==> src/rtl/light_hash_ctrl.sv <==
// light_hash_ctrl: frames a byte stream into head/message/tail commands for one light_hash core
// Ports: in_* byte-stream sink (valid/ready, last, empty); lh_* core command outputs and
// busy/digest inputs; dig_* result source (valid/ready, 64-bit digest, byte count, error).
module light_hash_ctrl #(
    parameter int LEN_W   = 16,
    parameter int TIMEOUT = 1023
) (
    input  logic             clk,
    input  logic             rst_n,
    input  logic             in_valid,
    output logic             in_ready,
    input  logic [7:0]       in_byte,
    input  logic             in_last,
    input  logic             in_empty,
    output logic [7:0]       lh_message_byte,
    output logic             lh_message_valid,
    output logic [1:0]       lh_state,
    input  logic             lh_busy,
    input  logic [63:0]      lh_digest,
    input  logic             lh_digest_ready,
    output logic             dig_valid,
    input  logic             dig_ready,
    output logic [63:0]      dig_data,
    output logic [LEN_W-1:0] dig_len,
    output logic             dig_err
);
    typedef enum logic [3:0] {
        IDLE, HEAD, HEAD_WAIT, FETCH, BYTE, BYTE_WAIT, TAIL, TAIL_WAIT, OUT, DRAIN
    } state_t;

    localparam logic [9:0] WD_MAX = 10'(TIMEOUT);

    state_t           state_q, state_d;
    logic [7:0]       byte_q, byte_d;
    logic             last_q, last_d;
    logic             drain_q, drain_d;
    logic [LEN_W-1:0] cnt_q, cnt_d;
    logic [9:0]       wd_q, wd_d;
    logic [63:0]      dig_data_q, dig_data_d;
    logic [LEN_W-1:0] dig_len_q, dig_len_d;
    logic             dig_err_q, dig_err_d;
    logic             wait_st, wait_done, expired, take;

    assign wait_st   = state_q inside {HEAD_WAIT, BYTE_WAIT, TAIL_WAIT};
    // wd_q is zero only in the first cycle of a wait, where busy may still lag the pulse
    assign wait_done = (wd_q != '0) && !lh_busy && (state_q != TAIL_WAIT || lh_digest_ready);
    assign expired   = wd_q >= WD_MAX;
    assign take      = in_valid && in_ready;

    always_ff @(posedge clk or negedge rst_n) begin
        if (!rst_n) begin
            state_q    <= IDLE;
            byte_q     <= '0;
            last_q     <= 1'b0;
            drain_q    <= 1'b0;
            cnt_q      <= '0;
            wd_q       <= '0;
            dig_data_q <= '0;
            dig_len_q  <= '0;
            dig_err_q  <= 1'b0;
        end else begin
            state_q    <= state_d;
            byte_q     <= byte_d;
            last_q     <= last_d;
            drain_q    <= drain_d;
            cnt_q      <= cnt_d;
            wd_q       <= wd_d;
            dig_data_q <= dig_data_d;
            dig_len_q  <= dig_len_d;
            dig_err_q  <= dig_err_d;
        end
    end

    always_comb begin
        state_d    = state_q;
        byte_d     = byte_q;
        last_d     = last_q;
        drain_d    = drain_q;
        cnt_d      = cnt_q;
        dig_data_d = dig_data_q;
        dig_len_d  = dig_len_q;
        dig_err_d  = dig_err_q;
        case (state_q)
            IDLE: begin
                cnt_d = '0;
                // a core left busy by a reset must finish before a new head is issued
                if (in_valid && !lh_busy) state_d = HEAD;
            end
            HEAD:      state_d = HEAD_WAIT;
            HEAD_WAIT: if (wait_done) state_d = FETCH;
            FETCH: if (take) begin
                last_d = in_last;
                if (in_last && in_empty) state_d = TAIL;
                else begin
                    state_d = BYTE;
                    byte_d  = in_byte;
                    cnt_d   = (&cnt_q) ? cnt_q : cnt_q + 1'b1;
                end
            end
            BYTE:      state_d = BYTE_WAIT;
            BYTE_WAIT: if (wait_done) state_d = last_q ? TAIL : FETCH;
            TAIL:      state_d = TAIL_WAIT;
            TAIL_WAIT: if (wait_done) begin
                state_d    = OUT;
                dig_data_d = lh_digest;
                dig_len_d  = cnt_q;
                dig_err_d  = 1'b0;
                drain_d    = 1'b0;
            end
            OUT:   if (dig_ready) state_d = drain_q ? DRAIN : IDLE;
            DRAIN: if (take && in_last) state_d = IDLE;
            default: state_d = IDLE;
        endcase
        if (wait_st && !wait_done && expired) begin
            state_d    = OUT;
            dig_data_d = '0;
            dig_len_d  = cnt_q;
            dig_err_d  = 1'b1;
            // the requester still owes bytes up to in_last unless the last one was taken
            drain_d    = (state_q == HEAD_WAIT) || (state_q == BYTE_WAIT && !last_q);
        end
    end

    assign wd_d = (wait_st && state_d == state_q) ? wd_q + 1'b1 : '0;

    always_comb begin
        in_ready         = state_q == FETCH || state_q == DRAIN;
        lh_message_valid = state_q inside {HEAD, BYTE, TAIL};
        lh_state         = state_q == HEAD ? 2'b00 : state_q == BYTE ? 2'b10 :
                           state_q == TAIL ? 2'b01 : 2'b11;
        dig_valid        = state_q == OUT;
    end

    assign lh_message_byte = byte_q;
    assign dig_data        = dig_data_q;
    assign dig_len         = dig_len_q;
    assign dig_err         = dig_err_q;
endmodule
==> config.mk <==
export PLATFORM = sky130hd
export DESIGN_NAME = light_hash_ctrl
export DESIGN_NICKNAME = d
export VERILOG_FILES = /design/src/rtl/light_hash_ctrl.sv
export SDC_FILE = /design/constraint.sdc
export NUM_CORES = 1
export LEC_CHECK = 0
export CAP_MARGIN = 15
export CORE_MARGIN = 8
export CORE_UTILIZATION = 50
export DETAILED_ROUTE_END_ITERATION = 16
export GPL_ROUTABILITY_DRIVEN = 0
export HOLD_SLACK_MARGIN = 0.1
export PLACE_DENSITY = 0.85
export RECOVER_POWER = 25
export SKIP_LAST_GASP = 1
export SLEW_MARGIN = 30
export SYNTH_ARGS = -nofsm -noshare
export SYNTH_HDL_FRONTEND = slang
export SYNTH_SLANG_ARGS = --single-unit
==> constraint.sdc <==
create_clock -name clk -period 5.7 [get_ports clk]
set_clock_uncertainty 0.2 [all_clocks]
set_input_delay 1.71 -clock clk [delete_from_list [all_inputs] [get_ports clk]]
set_output_delay 1.71 -clock clk [all_outputs]
set_load 0.05 [all_outputs]
==> summary.txt, run 1 <==
status -> finished with violations
failing checks -> capacitance limit, slew limit
GRT overflow -> 0
filler instances -> 772
CTS max path bufs -> 2
Initial Util -> 0.5111
register area share after synthesis -> 0.5489
die area -> 14650 µm²
Slew headroom -> -0.3224
HP Class -> reg -> reg
reg-to-reg endpoint -> wd_q[9]
Final Setup Violations -> 0
Clk pin slew, worst setup/hold paths -> 0.06 ns
delay-heaviest family, CP -> buffers and inverters
final setup margin -> 1.148 ns
Worst setup EP type -> primary output
syn_nets -> 569
crit path from -> state_q[0]
Synth async-reset ratio -> 1.000
die width -> 121.0 µm
Tcrit/Tclk final -> 0.7986
startpoint types -> register
WL per Instance -> 18.12 µm
Max stage delay cell, worst path -> clkdlybuf4s50_1
number of CTS-inserted buffers -> 17
Rows -> 38
maxcap violations -> 1
Port Buf Inserts -> 173
synthesized area -> 5517 µm²
CP Data Required Time -> 3.79 ns
worst r2r path cells -> 10
Die Span Y -> 121.0 µm
core area -> 10790 µm²
synthesized flop and latch total -> 121
Worst-Margin Slew -> 1.984 ns
Mapped Avg Cell Area -> 11.35 µm²
worst slack at placement -> 1.139 ns
Worst Hold Launch -> dig_err
hold-fix buffers at CTS -> 0
Critical Path AT -> 2.64 ns
number of flops mapped to enable cells by yosys -> 0
most frequent cells in the layout -> clkdlybuf4s50_1, dfrtp_1, nor2_1, mux2i_1, nand2_1
CTS tree -> yes
worst skew pair latency -> 0.51 ns
max-slew violations -> 81
share of cells above drive strength 1 -> 0.1189
Final min period -> 4.552 ns
hpwl dp -> 10240 µm
CP peak stage delay -> 0.82 ns
Crit. path cell count -> 4
io pins -> 174
Max rail drop VDD -> 0.3126 mV
Power Density -> 525.5 nW/µm²
final net count -> 743
clock sinks -> 121
crit path max fanout -> 18
vias -> 4338
RR Startpoint -> wd_q[0]
first-pass GRT wire length -> 23850 µm
Distinct cells, synth -> 46
Reg area -> 3028 µm²
most common cell after layout, fill and taps aside -> clkdlybuf4s50_1
htree depth -> 4
Synth Instances -> 486
overall routing resource usage -> 0.2058
Final ANT Viol Nets -> 0
Worst Path Buf+Inv -> 2
highest clock rate -> 219.7 MHz
Setup CP Type -> reg -> out
detailed-route DRC error count -> 0
CP cell instances -> inv_1 -> a21oi_1 -> nor2_1 -> clkdlybuf4s50_1
Layout area overhead -> 44.48%
postcts setup bufs -> 0
number of global-route vias before repair -> 4571
RSZ-0062 raised after global routing -> false
setup TNS -> 0 ns
footprint of the multi-input gates -> 2352 µm²
total leakage power -> 3.966 nW
WHS Path Cells -> 1
final hold vios -> 0
WHS Endpoint -> dig_err
clk root buf -> clkbuf_8
WL final -> 14730 µm
DR pass1 iterations -> 6
Syn. warnings -> 0
FF-to-FF setup slack -> 2.38 ns
Initial DRC Count -> 299
initial antenna violation count -> 0
Via density -> 5.336
largest net degree at the start of global routing -> 81
post-cts resize count -> 0
Antenna Cells -> 0
Post-synth top flop -> dfrtp_1
state kept, by name (all words and copies together) (netlist names):
signal	cells
cnt_q	16
dig_data	64
dig_err	1
dig_len	16
drain_q	1
last_q	1
lh_message_byte	8
state_q	4
wd_q	10
report_power, final:
group          leakage [nW]  switching (W)  internal, W
clock                 0.291       0.000395     0.000679
sequential             1.65       0.000172      0.00108
combinational          2.03        0.00123     0.000628
logic make-up after synthesis:
family	after synthesis	share of synthesized area
AOI/OAI and AO/OA	45	0.06396
and+or+nand+nor	171	0.1433
DFF	121	0.5489
muxes	89	0.1719
xor gates and xnor gates	23	0.03652
buffers and inverters	34	0.02858
adders and majority gates	3	0.006805
through the flow:
| stage | std cells | hold slack [ns] | area, µm² | power [W] | utilization |
|---|---|---|---|---|---|
| after floorplan | 486 | 0.2548 | 5517 | 0.002455 | - |
| after global placement | 781 | 0.2621 | 7371 | 0.003088 | 0.6829 |
| after detailed placement | 781 | 0.2782 | 7375 | 0.003133 | 0.6833 |
| after CTS | 813 | 0.2956 | 7975 | 0.004231 | 0.7389 |
| after global routing | 813 | 0.3039 | 7970 | 0.004377 | 0.7385 |
| final | 813 | 0.2844 | 7970 | 0.004189 | 0.7385 |
worst reg2reg max path, cell delays in order, from the launching register on:
cell,delay (ns)
dfrtp_1,0.42
inv_1,0.09
ha_1,0.13
nor3b_1,0.24
a31oi_1,0.29
a2111oi_4,0.46
buf_4,0.60
or2_2,0.26
a31oi_1,0.05
buf_4,0.21
a211oi_1,0.27
how the worst max path moves through the flow:
stage,endpoint
after global placement,wd_q[8]
after floorplan,dig_valid
final,lh_message_valid
after global routing,lh_message_valid
after CTS,lh_message_valid
after detailed placement,wd_q[9]
synthesized netlist by cell type (9+ instances only):
library cell | count | area [µm²]
a21oi_1 | 9 | 45.04
buf_2 | 12 | 60.06
clkbuf_1 | 10 | 37.54
dfrtp_1 | 121 | 3028
inv_1 | 9 | 33.78
mux2_2 | 18 | 202.7
mux2i_1 | 64 | 640.6
nand2_1 | 24 | 90.09
nand3_1 | 13 | 65.06
nor2_1 | 87 | 326.6
xnor2_1 | 15 | 131.4
metal layers:
metal  up-vias  share of wire  track usage
met2       144           0.53       0.3554
met3        28          0.063      0.05026
met4         0          0.028       0.1046
met5         -              0            0
li1       2034              -            -
met1      2132           0.38       0.2324
final cells by class:
cell class,count,share of cell area
clock buffers,18,0.05369
flip-flops and latches,121,0.3799
inverters,9,0.004239
well taps,140,0.02198
clock inverters,14,0.02166
repair buffers,180,0.2234
multi-input cells,331,0.2951
(Power assumes the default switching activity.)
==> run 2, diff against run 1 <==
--- a/config.mk
+++ b/config.mk
@@ -7,11 +7,11 @@
 export LEC_CHECK = 0
 export CAP_MARGIN = 15
 export CORE_MARGIN = 8
-export CORE_UTILIZATION = 50
+export CORE_UTILIZATION = 42
 export DETAILED_ROUTE_END_ITERATION = 16
 export GPL_ROUTABILITY_DRIVEN = 0
 export HOLD_SLACK_MARGIN = 0.1
-export PLACE_DENSITY = 0.85
+export PLACE_DENSITY = 0.76
 export RECOVER_POWER = 25
 export SKIP_LAST_GASP = 1
 export SLEW_MARGIN = 30
==> constraint.sdc (replaced) <==
create_clock -name clk -period 4.15 [get_ports clk]
set_clock_uncertainty 0.2 [all_clocks]
set_input_delay 1.245 -clock clk [delete_from_list [all_inputs] [get_ports clk]]
set_output_delay 1.245 -clock clk [all_outputs]
set_load 0.05 [all_outputs]
==> run 2 against run 1 <==
- sequential power is 36% higher
- cell count is 5.0% higher
- combinational power is 39% higher
- largest power group unchanged
- final area increased by 0.89%
- power rose by 36%
- register-to-register slack got worse by 1.1 ns
- core utilization down 12 points
- largest cell class unchanged
- the flow still finishes with violations (capacitance limit, slew limit)
- die area increased by 16%
- worst hold slack worse by 0.0054 ns
==> summary.txt, run 2 (synthesis results as in run 1) <==
htree depth -> 4 (unchanged)
Clk pin slew, worst setup/hold paths -> 0.05 ns (was 0.06 ns)
vias -> 4308 (was 4338)
Initial Util -> 0.4233 (was 0.5111)
postcts setup bufs -> 0 (unchanged)
crit path max fanout -> 18 (unchanged)
max reg flops -> 64 (unchanged)
most common cell after layout, fill and taps aside -> clkdlybuf4s50_1 (unchanged)
Layout area overhead -> 45.77% (was 44.48%)
Final ANT Viol Nets -> 0 (unchanged)
startpoint types -> register (unchanged)
WL final -> 14270 µm (was 14730 µm)
Worst-Margin Slew -> 2.324 ns (was 1.984 ns)
Setup CP Type -> reg -> out (unchanged)
overall routing resource usage -> 0.1718 (was 0.2058)
status -> finished with violations (unchanged)
final hold vios -> 0 (unchanged)
die width -> 130.6 µm (was 121.0 µm)
worst slack at placement -> 0.5649 ns (was 1.139 ns)
total leakage power -> 3.981 nW (was 3.966 nW)
Die Span Y -> 130.6 µm (was 121.0 µm)
worst skew pair latency -> 0.41 ns (was 0.51 ns)
Via density -> 5.044 (was 5.336)
detailed-route DRC error count -> 0 (unchanged)
core area -> 13030 µm² (was 10790 µm²)
clock sinks -> 121 (unchanged)
Slew headroom -> -0.5496 (was -0.3224)
GRT overflow -> 0 (unchanged)
Max rail drop VDD -> 0.4059 mV (was 0.3126 mV)
Pwr Total -> 0.005705 W (was 0.004189 W)
failing checks -> capacitance limit, slew limit (unchanged)
Tcrit/Tclk final -> 0.9329
initial antenna violation count -> 0 (unchanged)
filler instances -> 1063 (was 772)
setup TNS -> 0 ns (unchanged)
io pins -> 174 (unchanged)
HP Class -> reg -> reg (unchanged)
Antenna Cells -> 0 (unchanged)
Initial DRC Count -> 232 (was 299)
hpwl dp -> 10370 µm (was 10240 µm)
maxcap violations -> 1 (unchanged)
Critical Path AT -> 2.43 ns (was 2.64 ns)
Power Density -> 709.5 nW/µm² (was 525.5 nW/µm²)
Final Setup Violations -> 0 (unchanged)
Final min period -> 3.872 ns
share of cells above drive strength 1 -> 0.1165 (was 0.1189)
final hold slack -> 0.2790 ns (was 0.2844 ns)
highest clock rate -> 258.3 MHz
die area -> 17060 µm² (was 14650 µm²)
number of CTS-inserted buffers -> 17 (unchanged)
Port Buf Inserts -> 173 (unchanged)
CTS max path bufs -> 2 (unchanged)
number of global-route vias before repair -> 4489 (was 4571)
RSZ-0062 raised after global routing -> false (unchanged)
clk root buf -> clkbuf_16 (was clkbuf_8)
final net count -> 748 (was 743)
max-slew violations -> 43 (was 81)
post-cts resize count -> 0 (unchanged)
most frequent cells in the layout -> clkdlybuf4s50_1, dfrtp_1, nor2_1, mux2i_1, nand2_1 (unchanged)
final setup margin -> 0.2785 ns (was 1.148 ns)
WL per Instance -> 16.71 µm (was 18.12 µm)
hold-fix buffers at CTS -> 0 (unchanged)
Worst setup EP type -> primary output (unchanged)
Rows -> 42 (was 38)
largest net degree at the start of global routing -> 80 (was 81)
Final Core Density -> 0.6170 (was 0.7385)
CTS tree -> yes (unchanged)
first-pass GRT wire length -> 22710 µm (was 23850 µm)
DR pass1 iterations -> 4 (was 6)
CP Data Required Time -> 2.70 ns (was 3.79 ns)
[run 2: changes by cell type in the layout (fill, tap and decap cells not counted)]
cell | before | now
clkinv_4 | 5 | 0
buf_4 | 5 | 10
bufinv_16 | 3 | 2
clkinv_2 | 3 | 4
buf_6 | 1 | 0
buf_12 | 0 | 2
clkbuf_1 | 0 | 6
clkbuf_2 | 2 | 0
clkbuf_16 | 16 | 17
inv_6 | 1 | 0
[run 2: area by class of cell]
type	instances	area, µm²	area share
clock buffer	24	471.7	0.05866
sequential	121	3028	0.3765
clock inverter	8	95.09	0.01183
timing repair buffer	185	1841	0.2289
multi-input combinational	331	2352	0.2925
inverter	9	33.78	0.004201
tap	176	220.2	0.02738
[run 2: per-layer routing]
| layer | track usage | part of all wire | vias up | wire length [µm] |
|---|---|---|---|---|
| li1 | - | - | 2044 | - |
| met1 | 0.1998 | 0.41 | 2085 | 5816 |
| met2 | 0.2883 | 0.50 | 156 | 7110 |
| met3 | 0.05154 | 0.074 | 23 | 1058 |
| met4 | 0.07562 | 0.020 | 0 | 285 |
| met5 | 0 | 0 | - | 0 |
[run 2: worst paths after layout]
check                           start           end  slack (ns)  depth (start not counted)
max                        state_q[0]   lh_state[1]        0.28                          5
min                           dig_err       dig_err        0.28                          1
max reg2reg                state_q[0]       wd_q[8]        1.32                          7
min reg2reg                   dig_err       dig_err        0.28                          1
max in group asynchronous       rst_n  dig_data[40]        1.08                          1
min in group asynchronous       rst_n    dig_len[8]        1.32                          1
[run 2: per-stage QoR]
| stage | cells | cell area [µm²] |
|---|---|---|
| after floorplan | 486 | 5517 |
| after global placement | 822 | 7478 |
| after detailed placement | 822 | 7478 |
| after CTS | 854 | 8045 |
| after global routing | 854 | 8041 |
| final | 854 | 8041 |
[run 2: where the power goes]
group / internal (W) / switching [W]
sequential: 0.00149 / 0.000218
combinational: 0.000881 / 0.00171
clock: 0.000910 / 0.000499
total: 0.00328 / 0.00242
[run 2: critical path: stages, from the launching register on]
cell and delay, ns:
dfrtp_1 0.69, nand2b_1 0.10, nor2_1 0.15, a21oi_1 0.06
or2_2 0.31, clkdlybuf4s50_1 0.71
